--- src/rtl/dataarray_wb_pkg.sv ---
// dataarray_wb_pkg: shared constants, request type and rotating find-first helper for the DataArray writeback writer
package dataarray_wb_pkg;
  localparam int NUM_WPORT = 2;
  localparam int WB_ADDR_W = 16;
  localparam int WB_DATA_W = 64;
  localparam int MAX_SRC = 32;
  typedef struct packed {
    logic [WB_ADDR_W-1:0] addr;
    logic [WB_DATA_W-1:0] data;
  } wb_req_t;
  // Returns {found, index} of the first set bit of req scanning from ptr, wrapping modulo n.
  function automatic logic [5:0] rr_find_first(input logic [MAX_SRC-1:0] req, input logic [4:0] ptr,
                                               input logic [5:0] n);
    rr_find_first = '0;
    for (int k = 0; k < MAX_SRC; k++) begin
      int idx;
      idx = int'(ptr) + k;
      if (idx >= int'(n)) idx -= int'(n);
      if (k < int'(n) && !rr_find_first[5] && idx < MAX_SRC && req[idx[4:0]])
        rr_find_first = {1'b1, idx[4:0]};
    end
  endfunction
endpackage

--- src/rtl/data_array_wb_writer_rr_dual_picker.sv ---
// rr_dual_picker: picks up to two valid holds per cycle in rotating order, never two with the same address
module rr_dual_picker
  import dataarray_wb_pkg::*;
#(
  parameter int NUM_SRC = 3,
  parameter int NUM_ENTRIES = 16,
  parameter int SEL_W = NUM_SRC > 1 ? $clog2(NUM_SRC) : 1
) (
  input  logic [NUM_SRC-1:0]                          hv,
  input  logic [NUM_SRC-1:0][NUM_ENTRIES-1:0]         ha,
  input  logic [SEL_W-1:0]                            rr_ptr,
  output logic [NUM_WPORT-1:0][NUM_SRC-1:0]           gnt,
  output logic [NUM_WPORT-1:0]                        act,
  output logic [NUM_WPORT-1:0][SEL_W-1:0]             sel
);
  logic [MAX_SRC-1:0] req0, req1;
  logic [5:0] f0, f1;
  always_comb begin
    req0 = MAX_SRC'(hv);
    f0 = rr_find_first(req0, 5'(rr_ptr), 6'(NUM_SRC));
    sel[0] = SEL_W'(f0[4:0]);
    req1 = '0;
    for (int i = 0; i < NUM_SRC; i++)
      req1[i] = hv[i] && i != int'(f0[4:0]) && ha[i] != ha[sel[0]];
    f1 = rr_find_first(req1, 5'(rr_ptr), 6'(NUM_SRC));
    sel[1] = SEL_W'(f1[4:0]);
    act = {f1[5], f0[5]};
    gnt[0] = act[0] ? NUM_SRC'(1) << sel[0] : '0;
    gnt[1] = act[1] ? NUM_SRC'(1) << sel[1] : '0;
  end
endmodule

--- src/rtl/data_array_wb_writer.sv ---
// data_array_wb_writer: buffers one writeback per source and issues up to two per cycle to the DataArray write ports
module data_array_wb_writer
  import dataarray_wb_pkg::*;
#(
  parameter int NUM_SRC = 3,
  parameter int NUM_ENTRIES = WB_ADDR_W,
  parameter int DATA_W = WB_DATA_W
) (
  input  logic                                clock,
  input  logic                                reset,
  input  logic                                io_flush,
  input  logic [NUM_SRC-1:0]                  io_in_valid,
  output logic [NUM_SRC-1:0]                  io_in_ready,
  input  logic [NUM_SRC-1:0][NUM_ENTRIES-1:0] io_in_addr,
  input  logic [NUM_SRC-1:0][DATA_W-1:0]      io_in_data,
  output logic                                io_delayedWrite_0_mask_0,
  output logic [NUM_ENTRIES-1:0]              io_delayedWrite_0_addr,
  output logic [DATA_W-1:0]                   io_delayedWrite_0_data_0,
  output logic                                io_delayedWrite_1_mask_0,
  output logic [NUM_ENTRIES-1:0]              io_delayedWrite_1_addr,
  output logic [DATA_W-1:0]                   io_delayedWrite_1_data_0,
  output logic [7:0]                          io_dropCount
);
  localparam int SEL_W = NUM_SRC > 1 ? $clog2(NUM_SRC) : 1;
  logic [NUM_SRC-1:0] hv, fire;
  logic [NUM_SRC-1:0][NUM_ENTRIES-1:0] ha;
  logic [NUM_SRC-1:0][DATA_W-1:0] hd;
  logic [SEL_W-1:0] rr_ptr, last, rr_next;
  logic [NUM_WPORT-1:0][NUM_SRC-1:0] gnt;
  logic [NUM_WPORT-1:0] act, mask;
  logic [NUM_WPORT-1:0][SEL_W-1:0] sel;
  logic [NUM_WPORT-1:0][NUM_ENTRIES-1:0] oaddr;
  logic [NUM_WPORT-1:0][DATA_W-1:0] odata;
  logic [15:0] drop_sum;
  logic [7:0] cnt_next;
  rr_dual_picker #(.NUM_SRC(NUM_SRC), .NUM_ENTRIES(NUM_ENTRIES), .SEL_W(SEL_W)) picker (
    .hv(hv), .ha(ha), .rr_ptr(rr_ptr), .gnt(gnt), .act(act), .sel(sel)
  );
  // Ready includes this cycle's grant so a winning source can stream back-to-back.
  always_comb begin
    io_in_ready = (reset || io_flush) ? '0 : ~hv | gnt[0] | gnt[1];
    fire = io_in_valid & io_in_ready;
    drop_sum = {8'd0, io_dropCount};
    for (int i = 0; i < NUM_SRC; i++)
      drop_sum += 16'(fire[i] && io_in_addr[i] == '0);
    cnt_next = drop_sum > 16'd255 ? 8'hFF : drop_sum[7:0];
    last = act[1] ? sel[1] : sel[0];
    rr_next = last == SEL_W'(NUM_SRC - 1) ? '0 : last + SEL_W'(1);
  end
  always_ff @(posedge clock) begin
    if (reset) begin
      hv <= '0;
      mask <= '0;
      oaddr <= '0;
      odata <= '0;
      rr_ptr <= '0;
      io_dropCount <= '0;
    end else if (io_flush) begin
      hv <= '0;
      mask <= '0;
    end else begin
      for (int k = 0; k < NUM_WPORT; k++) begin
        mask[k] <= act[k];
        if (act[k]) begin
          oaddr[k] <= ha[sel[k]];
          odata[k] <= hd[sel[k]];
        end
      end
      for (int i = 0; i < NUM_SRC; i++) begin
        if (fire[i]) begin
          hv[i] <= |io_in_addr[i];
          ha[i] <= io_in_addr[i];
          hd[i] <= io_in_data[i];
        end else if (gnt[0][i] || gnt[1][i]) begin
          hv[i] <= 1'b0;
        end
      end
      if (|act) rr_ptr <= rr_next;
      io_dropCount <= cnt_next;
    end
  end
  assign io_delayedWrite_0_mask_0 = mask[0];
  assign io_delayedWrite_0_addr   = oaddr[0];
  assign io_delayedWrite_0_data_0 = odata[0];
  assign io_delayedWrite_1_mask_0 = mask[1];
  assign io_delayedWrite_1_addr   = oaddr[1];
  assign io_delayedWrite_1_data_0 = odata[1];
endmodule
--- config.mk ---
export PLATFORM = sky130hd
export DESIGN_NAME = data_array_wb_writer
export DESIGN_NICKNAME = d
export VERILOG_FILES = /design/src/rtl/dataarray_wb_pkg.sv /design/src/rtl/data_array_wb_writer_rr_dual_picker.sv /design/src/rtl/data_array_wb_writer.sv
export SDC_FILE = /design/constraint.sdc
export NUM_CORES = 1
export LEC_CHECK = 0
export ABC_AREA = 1
export ABC_CLOCK_PERIOD_IN_PS = 8410
export CAP_MARGIN = 20
export CORE_ASPECT_RATIO = 0.5
export CORE_MARGIN = 3
export CORE_UTILIZATION = 46
export CTS_CLUSTER_DIAMETER = 100
export DETAILED_ROUTE_END_ITERATION = 10
export GPL_TIMING_DRIVEN = 0
export PLACE_DENSITY = 0.73
export SLEW_MARGIN = 20
export SYNTH_ARGS = -nofsm -noshare
export SYNTH_HDL_FRONTEND = slang
export SYNTH_HIERARCHICAL = 1
export SYNTH_SLANG_ARGS = --single-unit
--- constraint.sdc ---
create_clock -name clock -period 8.41 [get_ports clock]
set_clock_uncertainty 0.05 [all_clocks]
set_input_delay 1.682 -clock clock [delete_from_list [all_inputs] [get_ports clock]]
set_output_delay 1.682 -clock clock [all_outputs]
set_load 0.05 [all_outputs]
* After elaboration in Yosys (flattened, before gate mapping)
Cells that the tools add are included.
** Storage, ports and cells
- Bits of input ports :: 246
- Output and inout port bits :: 173
- Register bits after elaboration :: 415
- Word-level logic and storage cells :: 137
** Cells by class
- Magnitude comparators :: 12
- Reductions and logical operators :: 45
- Multiplexer cells :: 41
- Equality and inequality tests :: 6
- Shift operators :: 2
- Bitwise gates (word level) :: 6
- Add/sub/neg operators :: 9
** Operator list (number)
- 64-bit binary-select mux with 2-bit select :: 2
- 64-bit two-way mux :: 2
- 32-bit by 7-bit less-than comparator with 1-bit output (second input constant) :: 3
- 32-bit two-way mux :: 3
- 16-bit binary-select mux with 2-bit select :: 2
- 32-bit by 3-bit >= comparator with 1-bit output (second input constant) :: 2
- 32-bit by 3-bit subtractor with 32-bit output (second input constant) :: 2
- 16-bit zero test :: 3
- 16-bit != test :: 3
- 16-bit OR reduction :: 3
- 6-bit two-way mux :: 6
- 16-bit two-way mux :: 2
- 1-bit binary-select mux with 5-bit select :: 6
- 1-bit logical AND :: 19
- 5-bit by 6-bit less-than comparator with 1-bit output (second input constant) :: 3
- 1-bit two-way mux :: 12
- 10-bit by 1-bit adder with 11-bit output :: 1
- 11-bit by 8-bit greater-than comparator with 1-bit output (second input constant) :: 1
- 9-bit by 1-bit adder with 10-bit output :: 1
- 8-bit by 1-bit adder with 9-bit output :: 1
- 3-bit two-way mux :: 3
- 3-bit AND reduction :: 3
- 8-bit two-way mux :: 1
- 2-bit by 3-bit less-than comparator with 1-bit output (second input constant) :: 2
- other kinds (20) :: 35

* Depth between registers and ports, before layout
Gate-level depths: netlist of the first run.
- Depth after elaboration :: 41
- Mapped depth :: 47
- Mapped depth without buffers :: 47

* By module
The synthesis of the first run kept the hierarchy.
** Modules (own cells, without submodules)
- data_array_wb_writer :: times used 1, area each 16374.5 µm², cells each 1574, seq. area each 10710.3 µm²
- rr_dual_picker :: times used 1, area each 1880.6 µm², cells each 403, seq. area each 0.0 µm²

* Worst setup path after synthesis of the first run
Ideal clock, no wire load.
- Path kind :: reg2reg
- Start point :: register rr_ptr[1]
- End point :: register io_dropCount[5]
- Path buffers :: 2
- Cell stages (with the launch flop) :: 43
- Arrival time :: 8871 ps
- Library setup time :: 56 ps
- Data required time :: 8304 ps
- Slack :: -567 ps
- Clock period less this slack :: 8977 ps
- Path through :: dfxtp_1 > inv_1 > ha_1 > inv_2 > nand2_1 > nand3_1 > nand2_2 > a21oi_4 > nand3_1 > nand2_2 > buf_6 > buf_6 > nand2_1 > nand2_2 > nand2_1 > xnor2_1 > nor2_1 > nand2_1 > [7 not listed] > nor2_1 > inv_1 > nand3b_1 > nand2_1 > nor2_1 > nand3_1 > fa_1 > inv_1 > ha_1 > inv_1 > fa_1 > inv_1 > nand2_1 > nor2_1 > nand3_1 > nand3_1 > nand2_1 > inv_1
** RTL lines
- start, declared :: line data_array_wb_writer.sv:28 : logic [SEL_W-1:0] rr_ptr, last, rr_next;
- start signal, assigned :: line data_array_wb_writer.sv:78 : if (|act) rr_ptr <= rr_next;
- end signal, assigned :: line data_array_wb_writer.sv:79 : io_dropCount <= cnt_next;
- end, declared :: line data_array_wb_writer.sv:22 : output logic [7:0] io_dropCount

==> results of run 1 <==
-- worst min path at each step --
stage	slack, ns	start	to	cells past startpoint
3_3_place_gp	0.42	io_dropCount[7]$_SDFFE_PP0N_	io_dropCount[7]$_SDFFE_PP0N_	2
6_report	0.44	io_dropCount[7]$_SDFFE_PP0N_	io_dropCount[7]$_SDFFE_PP0N_	2
5_1_grt	0.44	io_dropCount[7]$_SDFFE_PP0N_	io_dropCount[7]$_SDFFE_PP0N_	2
3_5_place_dp	0.42	io_dropCount[7]$_SDFFE_PP0N_	io_dropCount[7]$_SDFFE_PP0N_	2
2_1_floorplan	0.43	rr_ptr[0]$_SDFFE_PP0P_	rr_ptr[0]$_SDFFE_PP0P_	2
4_1_cts	0.43	io_dropCount[7]$_SDFFE_PP0N_	io_dropCount[7]$_SDFFE_PP0N_	2
-- logic make-up after synthesis --
family,count (synthesis)
compound gates,593
xor+xnor,8
fa+ha+maj,11
buf+inv,295
flops,415
simple gates,655
-- stage by stage --
step | setup WS (ns) | power (mW) | instance area (um^2)
6_report | 1.26 | 10.9 | 24600
5_1_grt | 0.845 | 11.5 | 24600
4_1_cts | 1.38 | 10.8 | 24500
3_5_place_dp | 1.76 | 9.09 | 23400
3_3_place_gp | -2.08 | 8.97 | 23100
2_1_floorplan | 0.890 | 6.98 | 18300
-- power by group through the flow --
stage | clock (mW) | combinational, mW | sequential [mW]
floorplan | 0 | 3.49 | 3.49
global placement | 0 | 6.28 | 2.69
detailed placement | 0 | 6.41 | 2.68
CTS | 1.69 | 6.43 | 2.64
global route | 1.78 | 7.07 | 2.68
finish | 1.68 | 6.56 | 2.65
-- per-layer routing --
metal	share of wire, %	global-route usage [%]	vias to the layer above
li1	-	-	7852
met1	38	37.7	8132
met2	50	51.9	908
met3	7.7	4.11	173
met4	3.9	11.2	0
met5	0	0	-
-- placed cells by master, fill, tap and decap left out, types with 78 or more instances in the layout --
cell             netlist  layout
clkbuf_1              67      83
nand3_1               78      78
nand2_1              456     456
a31oi_1              161     161
a21oi_1               97      97
o211ai_1              78      78
clkdlybuf4s50_1        0     417
dfxtp_1              175     175
o21ai_0              228     228
inv_1                152     152
edfxtp_1             240     240
-- flip-flops by register name, indices dropped and copies added (netlist names) --
signal                    flops
ha                           48
hd                          192
io_delayedWrite_0_data_0     64
rr_ptr                        2
io_delayedWrite_1_addr       16
io_delayedWrite_0_addr       16
hv                            3
io_delayedWrite_1_data_0     64
mask                          2
io_dropCount                  8
-- layout make-up --
class                   instances  area, um^2  area share [%]
well taps                     520         651            2.65
flip-flops and latches        415       10700            43.6
plain buffers                 130         626            2.55
diodes                         14        35.0           0.143
multi-input cells            1267        6320            25.7
clock inverters                12        77.6           0.316
inverters                     165         619            2.52
clock buffers                  58        1080            4.39
repair buffers                429        4450            18.1
-- critical path: cells and delay by family (launching register included) --
family	cells	cell delay (ns)
DFF	1	0.44
buffers and inverters	6	1.44
and+or+nand+nor	19	1.97
AOI/OAI and AO/OA	3	0.61
adders and majority gates	1	0.40
==> impl_results.md, run 1 <==
- Total clock sinks: between 400 and 500
- Sw Ratio: between 50% and 60%
- Compound-cell area share of the yosys netlist: a little under a fifth
- Cell with the most instances after synthesis: nand2_1
- Final nets: ~2700
- P_int: around 5.3 mW
- Total of fill cells in the finished design: between 3000 and 4000
- Worst Hold Slack: around 0.44 ns
- Startpoint type of the worst setup path: register
- GRT Util Overall: just under 30%
- # Post-CTS Setup Buffers: 0
- Post-synthesis sequential area ratio: between 50% and 60%
- CP max stage delay: about 0.8 ns
- Std cell rows: 50
- Initial Utilization: roughly 48%
- Max Slew Vio Count: 0
- WP data arrival: about 5.4 ns
- Die Width: approximately 290 um
- Vias: between 15000 and 20000
- Cell variety after synth: 33
- Core area: 38200 um^2
- Initial DRC count: between 1500 and 2000
- Share of power burned in the clock network: ~15%
- Simple-Gate Fraction of Synth Area: about 15%
- Vias per cell: 5.67
- Syn nets: between 2000 and 2500
- CTS tree: done
- RSZ-0062 raised after global routing: no
- Mapped cell area: 18300 um^2
- Cells resized by post-CTS repair: 0
- Vias in the first global route: between 15000 and 20000
- Comb power frac: around 60%
- Worst path slowest cell: clkdlybuf4s50_1
- Grt ovf: 0
- Final core occ: between 60 and 70%
- Max-Cap Viols: 0
- Number of instances in the placed design: about 2900
- EDFF count, synth: 240
- Mapped Cells: a little under 2000
- Synth area leader: edfxtp_1
- Top post-synthesis cells by area: edfxtp_1, dfxtp_1, nand2_1
- #FFs+latches synth: 415
- Ys Warns: 6
- Post-synth ARST share: 0%
- Crit path to: io_in_ready[0]
- Cell Pwr Density: between 400 and 500 nW/um^2
- Required time of the critical path: between 6 and 7 ns
- Reg2reg path depth: slightly above 40
- Fin crit share: 85.0%
- Final-report hold violation count: 0
- Slew margin rel.: roughly 49%
- Syn Area/Cell: slightly above 9 um^2
- Placer Congestion: between 0.9 and 1
- XOR/XNOR Fraction of Synth Area: less than 1%
- Tightest Pin Transition: ~0.76 ns
- Reg clk slew, reported paths: roughly 0.070 ns
- Remaining antenna violation count: 0
- Worst reg2reg setup slack: about 1.5 ns
- Clock tree buffer depth: 3
- Fmax: roughly 140 MHz
- Top-area cell type share of the netlist area: roughly 39%
- Post-synthesis mux area share: 0%
- Fin Setup TNS: 0 ns
- Cts hold-fix bufs: 0
- Final setup viols: 0
- H-tree Lvls: 2
- Die ar.: between 40000 and 50000 um^2
- Worst vdd ir: roughly 0.00031 V
- Status: finished, final reports clean
- Non-filler cells, final: 3010
- R2r startpoint: rr_ptr[1]$_SDFFE_PP0P_
- First-pass GRT wire length: 96700 um
- I/O Buffers: around 420
- Hold Path Class: register to register
- Latest clock arrival within the worst-skew pair: about 0.55 ns
- Minimum clock period: approximately 7.1 ns
- Beginning of the critical path: rr_ptr[1]$_SDFFE_PP0P_
- Largest net degree at the start of global routing: 24
- Critical path class: register to primary output
- Syn-to-layout area delta: 34.6%
- HPWL Detailed: 46700 um
- Post-synthesis adder-cell area fraction: less than 1%
- Worst Path Max Fanout: 12
- Share of cells above drive strength 1: under 10%
- Sw Pwr: 5.57 mW
- Main synth FF type: edfxtp_1
- Cell mode on critical path: nand2_1
- DRC: 0
- Largest family of logic cells by synthesized area: compound AO/OA/AOI/OAI gates
- Root Buffer Master: clkbuf_16
- Top cells by count, synth: nand2_1, edfxtp_1, o21ai_0
- Reg power frac: 24.3%
- R2R Path End: io_dropCount[6]$_SDFFE_PP0N_
- DR pass1 iterations: 6
- Wirelength per Cell: approximately 22 um
- Initial antenna violation count: 13
- Drt total wl: between 60000 and 70000 um
- Critical path endpoint category: primary output
- CTS Buf Count: 38
- Die height: about 150 um
- Static Leakage: ~9.3 nW
- Io pins: between 400 and 500
Power figures use the tool's default switching activity.
==> run 2, diff against run 1 <==
CORE_UTILIZATION = 57   (was 46)
DONT_BUFFER_PORTS = 1   (was default)
PLACE_DENSITY = 0.71   (was 0.73)
==> impl_results.md, run 2 (synthesis gave the netlist of run 1 again) <==
- Reg clk slew, reported paths: 0.07 ns (about the same)
- R2R Path End: io_dropCount[5]$_SDFFE_PP0N_
- CP max stage delay: 0.54 ns (-0.26 ns)
- Critical path class: register to register
- DR pass1 iterations: 7 (+1)
- Final setup viols: 0 (unchanged)
- Required time of the critical path: 8.84 ns (+2.16 ns)
- Final-report hold violation count: 0 (unchanged)
- Hold Path Cell Cnt: 2 (unchanged)
- Initial antenna violation count: 26 (+13)
- Drt total wl: 59300 um (-9.0%)
- Most frequent cells in the layout: nand2_1, edfxtp_1, o21ai_0
- Latest clock arrival within the worst-skew pair: 0.54 ns (about the same)
- WP data arrival: 7.46 ns (+2.04 ns)
- Cts hold-fix bufs: 0 (unchanged)
- Tightest Pin Transition: 0.739 ns (-0.0260 ns)
- # Post-CTS Setup Buffers: 0 (unchanged)
- Core area: 30900 um^2 (-19%)
- Area of the multi-input gates: 6320 um^2 (unchanged)
- CP delay by family, top: simple AND/OR/NAND/NOR gates
- GRT Util Overall: 33.5% (+3.8 points)
- Syn-to-layout area delta: 11.7%
- CTS tree: done
- Fmax: 142 MHz (+1.7%)
- Startpoint type of the worst setup path: register
- Worst reg2reg setup slack: 1.38 ns (-0.15 ns)
- Minimum clock period: 7.03 ns (-0.118 ns)
- Placer Congestion: 0.918 (-0.80%)
- Die height: 133 um (-9.8%)
- First-pass GRT wire length: 87700 um (-9.2%)
- Commonest non-fill, non-tap cell in the layout: nand2_1
- Grt ovf: 0 (unchanged)
- Max reg flops: 192 (unchanged)
- Setup slack after layout: 1.38 ns (+0.118 ns)
- Met1 Use GR: 41.8% (+4.1 points)
- Beginning of the critical path: rr_ptr[1]$_SDFFE_PP0P_
- Die Width: 259 um (-10%)
- R2r startpoint: rr_ptr[1]$_SDFFE_PP0P_
- I/O Buffers: 0 (-100%)
- Largest net degree at the start of global routing: 23 (-4.2%)
- Met2 Use GR: 54.6% (+2.6 points)
- Io pins: 419 (unchanged)
- Die ar.: 34300 um^2 (-19%)
- Total clock sinks: 415 (unchanged)
- Vias in the first global route: 14400 (-11%)
- CP bufs+invs: 8 (+2)
- Critical path endpoint category: register
- Hold Path Class: register to register
- Clock tree buffer depth: 3 (unchanged)
- Storage element area: 10700 um^2 (unchanged)
- Final nets: 2285 (-15%)
- Worst Path Max Fanout: 18 (+6)
- Max Slew Vio Count: 0 (unchanged)
- Wirelength per Cell: 23.7 um (+9.6%)
- HP Start: rr_ptr[0]$_SDFFE_PP0P_
- Cells resized by post-CTS repair: 0 (unchanged)
- Total of fill cells in the finished design: 2514 (-19%)
- Dpl ws: 1.48 ns (-0.281 ns)
- Initial Utilization: 59.1% (+11 points)
- Status: finished, final reports clean
- Global route hottest layer: met2
- Met3 usage: 9.08% (+5.0 points)
- Largest register by flop count: hd
- DRC: 0 (unchanged)
- HPWL Detailed: 42000 um (-10%)
- Hold endpoint: rr_ptr[0]$_SDFFE_PP0P_
- Worst path slowest cell: nor2_4
- Share of cells above drive strength 1: 8.37% (+1.7 points)
- CTS Buf Count: 37 (-2.6%)
- Vias per cell: 6.10 (+7.7%)
- Remaining antenna violation count: 0 (unchanged)
- Root Buffer Master: clkbuf_16
- Reg2reg path depth: 41 (unchanged)
- Slew margin rel.: 50.7% (+1.8 points)
- Worst Hold Slack: 0.461 ns (+0.0252 ns)
- H-tree Lvls: 2 (unchanged)
- Fin crit share: 83.6% (-1.4 points)
- Initial DRC count: 1649 (-12%)
- Cell mode on critical path: nand2_1
- RSZ-0062 raised after global routing: no
- Max-Cap Viols: 0 (unchanged)
- Vias: 15200 (-11%)
- Std cell rows: 45 (-10%)
==> run 2: cell count changes in the layout (fill, tap and decap cells not counted), moves of 2 or more <==
cell	before	now
clkbuf_16	39	41
clkbuf_8	3	7
clkdlybuf4s50_1	417	0
clkinv_2	6	3
diode_2	14	19
clkinv_1	3	0
clkbuf_1	83	77
clkinv_4	0	2
==> run 2: final cells by class <==
| cell class | count | share of cell area (%) |
|---|---|---|
| well taps | 423 | 2.60 |
| diodes | 19 | 0.233 |
| repair buffers | 12 | 1.40 |
| inverters | 165 | 3.04 |
| plain buffers | 130 | 3.07 |
| flip-flops and latches | 415 | 52.5 |
| multi-input cells | 1267 | 31.0 |
| clock inverters | 9 | 0.430 |
| clock buffers | 58 | 5.69 |
==> run 2: worst reg2reg max path, delay by kind of cell (launching register included) <==
kind,cells,cell delay (ns)
simple gates,27,3.68
fa+ha+maj,4,1.45
buf+inv,8,0.84
compound gates,2,0.56
flops,1,0.43
==> run 2: how the worst max path moves through the flow <==
stage                                               to  slack, ns  depth (start not counted)
after global placement                hd[86]$_DFFE_PP_      -1.93                         28
final                     io_dropCount[5]$_SDFFE_PP0N_       1.38                         41
after global routing      io_dropCount[5]$_SDFFE_PP0N_       0.73                         41
after detailed placement  io_dropCount[5]$_SDFFE_PP0N_       1.48                         43
after floorplan           io_dropCount[5]$_SDFFE_PP0N_       0.89                         42
after CTS                 io_dropCount[5]$_SDFFE_PP0N_       1.46                         43
==> run 2: through the flow <==
step                      instances  cell area, um^2  util, %  setup TNS [ns]
after floorplan                1977            18300        -               0
after global placement         2400            18800     60.8         -167.39
after detailed placement       2412            19100     61.8               0
after CTS                      2479            20300     65.8               0
after global routing           2497            20400     65.9               0
final                          2498            20400     66.0               0
==> run 2: layer usage <==
metal	up-vias	share of wire (%)
met2	813	48
met1	7235	38
li1	7030	-
met5	-	0.20
met3	152	9.6
met4	16	4.2
Power of run 2 is not shown: default switching activity piles up to over one toggle a cycle in this logic, so the estimate is an artifact.
